<file path="src/rtl/mix_frame_sequencer_if.sv">
// Shared width helper and the sample-tick / mixer-timing bundle between the
// frame sequencer and the volume mixer / envelope pipeline it drives.

package utils;
    // Bits needed to index n items (at least 1).
    function automatic int clogb2(input int n);
        int w;
        w = 1;
        while ((1 << w) < n) w++;
        return w;
    endfunction
endpackage

interface mix_frame_sequencer_if #(
    parameter int VOICES    = 8,
    parameter int V_OSC     = 4,
    parameter int O_ENVS    = 2,
    parameter int DLY_DEPTH = 4
);
    localparam int V_WIDTH  = utils::clogb2(VOICES);
    localparam int O_WIDTH  = utils::clogb2(V_OSC);
    localparam int OE_WIDTH = utils::clogb2(O_ENVS);
    localparam int E_WIDTH  = O_WIDTH + OE_WIDTH;
    localparam int V_ENVS   = V_OSC * O_ENVS;

    logic                        sample_tick;
    logic [V_WIDTH+E_WIDTH-1:0]  xxxx;
    logic [V_WIDTH-1:0]          vx;
    logic [O_WIDTH-1:0]          ox;
    logic [O_WIDTH-1:0]          ox_dly [DLY_DEPTH];
    logic [V_OSC+2:0]            sh_voice_reg;
    logic [V_ENVS:0]             sh_osc_reg;
    logic                        busy;
    logic                        frame_done;
    logic [7:0]                  overrun_cnt;

    // Frame requester / timing consumer side.
    modport master (
        output sample_tick,
        input  xxxx, vx, ox, ox_dly, sh_voice_reg, sh_osc_reg,
               busy, frame_done, overrun_cnt
    );

    // Sequencer side.
    modport slave (
        input  sample_tick,
        output xxxx, vx, ox, ox_dly, sh_voice_reg, sh_osc_reg,
               busy, frame_done, overrun_cnt
    );
endinterface

</file>
<file path="src/rtl/mix_frame_sequencer.sv">
// Per-sample slot sequencer: on each sample tick sweeps the {voice,osc,env}
// slot counter over one frame, drains the downstream pipeline, and produces
// the voice/osc start strobe shift registers and the delayed osc index taps.

module mix_frame_sequencer #(
    parameter int VOICES       = 8,
    parameter int V_OSC        = 4,
    parameter int O_ENVS       = 2,
    parameter int V_WIDTH      = utils::clogb2(VOICES),
    parameter int O_WIDTH      = utils::clogb2(V_OSC),
    parameter int OE_WIDTH     = utils::clogb2(O_ENVS),
    parameter int E_WIDTH      = O_WIDTH + OE_WIDTH,
    parameter int V_ENVS       = V_OSC * O_ENVS,
    parameter int DLY_DEPTH    = 4,
    parameter int FLUSH_CYCLES = V_OSC + 3
) (
    input  logic                   sCLK_XVXENVS,
    input  logic                   reset,
    mix_frame_sequencer_if.slave   bus
);
    localparam int XW    = V_WIDTH + E_WIDTH;
    localparam int TOTAL = VOICES * V_ENVS;
    localparam int FW    = utils::clogb2(FLUSH_CYCLES + 1);

    localparam logic [XW-1:0] LAST_SLOT  = XW'(TOTAL - 1);
    localparam logic [FW-1:0] FLUSH_LAST = FW'(FLUSH_CYCLES - 1);

    typedef enum logic [1:0] {
        IDLE  = 2'd0,
        RUN   = 2'd1,
        FLUSH = 2'd2
    } state_t;

    state_t              state_q;
    logic [XW-1:0]       xxxx_q;
    logic [FW-1:0]       flush_q;
    logic                busy_q;
    logic                frame_done_q;
    logic [7:0]          overrun_q;
    logic [V_OSC+2:0]    sh_voice_q;
    logic [V_ENVS:0]     sh_osc_q;
    logic [O_WIDTH-1:0]  ox_dly_q [DLY_DEPTH];

    logic                v_start;
    logic                o_start;
    logic [O_WIDTH-1:0]  ox_cur;

    assign ox_cur  = xxxx_q[E_WIDTH-1:OE_WIDTH];
    assign v_start = (state_q == RUN) && (xxxx_q[E_WIDTH-1:0] == '0);
    assign o_start = (state_q == RUN) && (xxxx_q[OE_WIDTH-1:0] == '0);

    // Frame FSM: idle parked at the last slot, sweep all slots, then drain.
    always_ff @(posedge sCLK_XVXENVS) begin
        if (reset) begin
            state_q      <= IDLE;
            xxxx_q       <= LAST_SLOT;
            flush_q      <= '0;
            busy_q       <= 1'b0;
            frame_done_q <= 1'b0;
        end else begin
            // NOTE: non-blocking assignments here so every register samples
            // pre-edge values; the default below is overridden later in the block.
            frame_done_q <= 1'b0;
            case (state_q)
                IDLE: begin
                    if (bus.sample_tick) begin
                        state_q <= RUN;
                        xxxx_q  <= '0;
                        busy_q  <= 1'b1;
                    end
                end
                RUN: begin
                    if (xxxx_q == LAST_SLOT) begin
                        state_q <= FLUSH;
                        flush_q <= '0;
                    end else begin
                        xxxx_q <= xxxx_q + 1'b1;
                    end
                end
                FLUSH: begin
                    if (frame_done_q) begin
                        state_q <= IDLE;
                        busy_q  <= 1'b0;
                    end else begin
                        flush_q <= flush_q + 1'b1;
                        if (flush_q == FLUSH_LAST) begin
                            frame_done_q <= 1'b1;
                        end
                    end
                end
                default: begin
                    state_q <= IDLE;
                    xxxx_q  <= LAST_SLOT;
                    busy_q  <= 1'b0;
                end
            endcase
        end
    end

    // Count sample ticks that arrive while a frame is still in progress.
    always_ff @(posedge sCLK_XVXENVS) begin
        if (reset) begin
            overrun_q <= '0;
        end else if (bus.sample_tick && (state_q != IDLE) && (overrun_q != 8'hFF)) begin
            overrun_q <= overrun_q + 8'd1;
        end
    end

    // Start strobe shift registers and osc index delay line, clocked in all states.
    always_ff @(posedge sCLK_XVXENVS) begin
        if (reset) begin
            sh_voice_q <= '0;
            sh_osc_q   <= '0;
            // NOTE: this delay line is a handful of flops, not a RAM, and its
            // reset value is visible downstream, so it is reset like any register.
            for (int k = 0; k < DLY_DEPTH; k++) begin
                ox_dly_q[k] <= '0;
            end
        end else begin
            sh_voice_q  <= {sh_voice_q[V_OSC+1:0], v_start};
            sh_osc_q    <= {sh_osc_q[V_ENVS-1:0], o_start};
            ox_dly_q[0] <= ox_cur;
            for (int k = 1; k < DLY_DEPTH; k++) begin
                ox_dly_q[k] <= ox_dly_q[k-1];
            end
        end
    end

    assign bus.xxxx         = xxxx_q;
    assign bus.vx           = xxxx_q[XW-1:E_WIDTH];
    assign bus.ox           = ox_cur;
    assign bus.ox_dly       = ox_dly_q;
    assign bus.sh_voice_reg = sh_voice_q;
    assign bus.sh_osc_reg   = sh_osc_q;
    assign bus.busy         = busy_q;
    assign bus.frame_done   = frame_done_q;
    assign bus.overrun_cnt  = overrun_q;

endmodule

</file>
<file path="src/flat_wrapper.sv">
// flat-port wrapper written by rule: the top's interface ports become plain ports
module mix_frame_sequencer_flat 
#(
    parameter int VOICES       = 8,
    parameter int V_OSC        = 4,
    parameter int O_ENVS       = 2,
    parameter int V_WIDTH      = utils::clogb2(VOICES),
    parameter int O_WIDTH      = utils::clogb2(V_OSC),
    parameter int OE_WIDTH     = utils::clogb2(O_ENVS),
    parameter int E_WIDTH      = O_WIDTH + OE_WIDTH,
    parameter int V_ENVS       = V_OSC * O_ENVS,
    parameter int DLY_DEPTH    = 4,
    parameter int FLUSH_CYCLES = V_OSC + 3
)
  (sCLK_XVXENVS, reset, bus_sample_tick, bus_xxxx, bus_vx, bus_ox, bus_ox_dly, bus_sh_voice_reg, bus_sh_osc_reg, bus_busy, bus_frame_done, bus_overrun_cnt);
  mix_frame_sequencer_if #(.VOICES(VOICES), .V_OSC(V_OSC), .O_ENVS(O_ENVS), .DLY_DEPTH(DLY_DEPTH)) bus_i ();
  input  logic sCLK_XVXENVS;
  input  logic reset;
  input wire logic [$bits(bus_i.sample_tick)-1:0] bus_sample_tick;
  output wire logic [$bits(bus_i.xxxx)-1:0] bus_xxxx;
  output wire logic [$bits(bus_i.vx)-1:0] bus_vx;
  output wire logic [$bits(bus_i.ox)-1:0] bus_ox;
  output wire logic [$bits(bus_i.ox_dly)-1:0] bus_ox_dly;
  output wire logic [$bits(bus_i.sh_voice_reg)-1:0] bus_sh_voice_reg;
  output wire logic [$bits(bus_i.sh_osc_reg)-1:0] bus_sh_osc_reg;
  output wire logic [$bits(bus_i.busy)-1:0] bus_busy;
  output wire logic [$bits(bus_i.frame_done)-1:0] bus_frame_done;
  output wire logic [$bits(bus_i.overrun_cnt)-1:0] bus_overrun_cnt;
  assign bus_i.sample_tick = bus_sample_tick;
  assign bus_xxxx = bus_i.xxxx;
  assign bus_vx = bus_i.vx;
  assign bus_ox = bus_i.ox;
  assign bus_ox_dly = {>>{bus_i.ox_dly}};
  assign bus_sh_voice_reg = bus_i.sh_voice_reg;
  assign bus_sh_osc_reg = bus_i.sh_osc_reg;
  assign bus_busy = bus_i.busy;
  assign bus_frame_done = bus_i.frame_done;
  assign bus_overrun_cnt = bus_i.overrun_cnt;
  mix_frame_sequencer #(.VOICES(VOICES), .V_OSC(V_OSC), .O_ENVS(O_ENVS), .V_WIDTH(V_WIDTH), .O_WIDTH(O_WIDTH), .OE_WIDTH(OE_WIDTH), .E_WIDTH(E_WIDTH), .V_ENVS(V_ENVS), .DLY_DEPTH(DLY_DEPTH), .FLUSH_CYCLES(FLUSH_CYCLES)) u_core (.sCLK_XVXENVS(sCLK_XVXENVS), .reset(reset), .bus(bus_i));
endmodule
</file>
<file path="config.mk">
export PLATFORM = sky130hd
export DESIGN_NAME = mix_frame_sequencer_flat
export DESIGN_NICKNAME = d
export VERILOG_FILES = /design/src/rtl/mix_frame_sequencer_if.sv /design/src/rtl/mix_frame_sequencer.sv /design/src/flat_wrapper.sv
export SDC_FILE = /design/constraint.sdc
export NUM_CORES = 1
export LEC_CHECK = 0
export CORE_ASPECT_RATIO = 1.2
export CORE_MARGIN = 2
export CORE_UTILIZATION = 30
export CTS_CLUSTER_DIAMETER = 100
export DETAILED_ROUTE_END_ITERATION = 7
export PLACE_DENSITY = 0.59
export SLEW_MARGIN = 40
export SYNTH_ARGS = -nofsm -noshare
export SYNTH_HDL_FRONTEND = slang
export SYNTH_SLANG_ARGS = --single-unit
export TNS_END_PERCENT = 50
</file>
<file path="constraint.sdc">
create_clock -name sCLK_XVXENVS -period 4.2 [get_ports sCLK_XVXENVS]
set_clock_uncertainty 0.2 [all_clocks]
set_input_delay 0.84 -clock sCLK_XVXENVS [delete_from_list [all_inputs] [get_ports sCLK_XVXENVS]]
set_output_delay 0.84 -clock sCLK_XVXENVS [all_outputs]
set_load 0.05 [all_outputs]
</file>
==> impl_metrics.json <==
{
  "outcome": "complete, no violations",
  "slowest_stage": "clkdlybuf4s50_1",
  "worst_skew_pair.late_latency_ns": 0.30,
  "cts_buffer_depth": 2,
  "post-route-period-util_pct": 65.2,
  "finalPower_uw": 1590,
  "ys_top_cells_by_area": "dfxtp_1 (48%), nor2b_1 (7.9%), ha_1 (6.0%)",
  "syn_to_final_growth_pct": 32.0,
  "final_max_slew_viol_count": 0,
  "dpl.hpwl_um": 2660,
  "fin_ws_ns": 1.46,
  "root_buffer": "clkbuf_8",
  "finalSetupTns_ns": 0,
  "synthArstFlopShare_pct": 0,
  "whs_ns": 0.264,
  "cts_buffers": 5,
  "cts_sinks": 45,
  "antenna_found_initial": 0,
  "relSlewSlack_pct": 65.0,
  "required_ns": 3.16,
  "synth.top_cell.area_share_pct": 47.6,
  "post-route-min-period_ns": 2.74,
  "tightest_slew_ns": 0.523,
  "worstPathArrival_ns": 1.70,
  "hold_viol_final": 0,
  "diodes": 0,
  "rsz0062_at_grt": "false",
  "cts_resized": 0,
  "p_per_area_nw_per_um2": 637,
  "critPathMaxStageDelay_ns": 0.87,
  "ys_warn_count": 0,
  "final_cell_mix": "clkdlybuf4s50_1 (47), dfxtp_1 (45), nor2b_1 (24)",
  "setup_violations": 0,
  "die_w_um": 76.5,
  "grt.overflow.total": 0,
  "first_global_vias": 1356,
  "synth_ff_type": "dfxtp_1",
  "core-area_um2": 6050,
  "dieArea_um2": 6960,
  "syn_area_per_cell_um2": 9.70,
  "leakagePower_uw": 0.000941,
  "yosys.area.top_type": "dfxtp_1",
  "numPortBuffers": 47,
  "path_class": "flip-flop to output port",
  "cp_max_fo": 11,
  "dp_worst_setup_slack_ns": 1.57,
  "min_path_type": "flip-flop to flip-flop",
  "cts.reportedPaths.clkPinSlew_ns": 0.09,
  "cts_tree": "built",
  "cts_max_level": 2,
  "vias": 1509,
  "ir_drop_v": 0.000255,
  "cts_hold_buf": 0,
  "largest_reg_flops": 9,
  "final_common_cell": "clkdlybuf4s50_1",
  "vias_per_cell": 4.70,
  "nNetsFinal": 250,
  "rows": 31,
  "io-pin-count": 48,
  "start_util_pct": 31.3,
  "post_cts_buffers": 0,
  "synth_fp_nets": 207,
  "final_util_pct": 41.3,
  "routed_wirelength_um": 3850,
  "place_congestion": 0.714,
  "timing.fmax_mhz": 365,
  "die_h_um": 91.0,
  "drt_iter0_markers": 95,
  "grtUsageTotal_pct": 11.2,
  "grt_max_degree": 49,
  "synth_edf_count": 0,
  "drtAntennaViolNets": 0,
  "grt_pass1_wl_um": 6330,
  "crit_chain": "clkdlybuf4s50_1",
  "end_kind": "output port",
  "dr.pass1.iters": 4,
  "cp_top_family": "buffers and inverters",
  "drive_above_1_share_pct": 7.53,
  "seq_area_frac_synth_pct": 47.6,
  "syn_inst": 195,
  "synth_cell_types": 50,
  "maxCapViolCount": 0,
  "synth-seq-cells": 45,
  "wl_per_cell_um": 12.0,
  "syn_area_um2": 1890,
  "crit_buf_inv": 1,
  "route.detailed.drc": 0,
  "start_kind": "flip-flop"
}
-- path summary, 6_finish.rpt --
path	from	end	slack, ns	cells past startpoint
worst max-delay path	u_core.bus.xxxx[2]	bus_xxxx[2]	1.46	1
worst min-delay path	u_core.bus.ox_dly[3]	u_core.bus.ox_dly[1]	0.26	1
worst max register to register	u_core.state_q[1]	u_core.bus.xxxx[1]	2.10	5
worst min register to register	u_core.bus.ox_dly[3]	u_core.bus.ox_dly[1]	0.26	1
-- kinds of logic after synthesis --
| family | synth area share (%) |
|---|---|
| adders and majority gates | 5.95 |
| AOI/OAI and AO/OA | 13.5 |
| muxes | 1.59 |
| and+or+nand+nor | 24.5 |
| buffers and inverters | 5.03 |
| xor gates and xnor gates | 1.85 |
| DFF | 47.6 |
-- layer usage --
metal | part of all wire [%] | vias up | GRT usage, %
li1 | - | 753 | -
met1 | 47 | 712 | 13.8
met2 | 46 | 37 | 18.2
met3 | 5.5 | 7 | 3.28
met4 | 1.6 | 0 | 4.55
met5 | 0 | - | 0
-- power breakdown --
group          total (uW)  internal, uW  switching [uW]
clock                 272           118             154
sequential            547           482            65.1
combinational         772           275             497
total                1590           874             716
-- cell type report --
| class | count | area [um2] |
|---|---|---|
| Clock buffer | 5 | 68.8 |
| Tap cell | 82 | 103 |
| Clock inverter | 3 | 21.3 |
| Fill cell | 630 | 3550 |
| Inverter | 8 | 30.0 |
| Timing Repair Buffer | 48 | 478 |
| Multi-Input combinational cell | 130 | 896 |
| Sequential cell | 45 | 901 |
-- metrics by stage --
stage,cell area (um2),std cells
6_report,2500,321
5_1_grt,2500,321
4_1_cts,2500,321
3_5_place_dp,2410,313
3_3_place_gp,2410,313
2_1_floorplan,1890,195
-- synth_stat cells (2+ instances only) --
library cell / count
a21boi_0: 2
a21oi_1: 8
a31oi_1: 2
and4_1: 2
buf_4: 5
clkbuf_1: 6
dfxtp_1: 45
ha_1: 9
inv_1: 8
mux2i_1: 3
nand2_1: 8
nand2b_1: 7
nand3_1: 5
nor2_1: 14
nor2b_1: 24
nor3_1: 4
nor3b_1: 2
o211ai_1: 2
o22a_1: 2
o31ai_1: 2
o32ai_1: 3
xor2_1: 4
No activity file was read; power rests on OpenSTA's default activity.
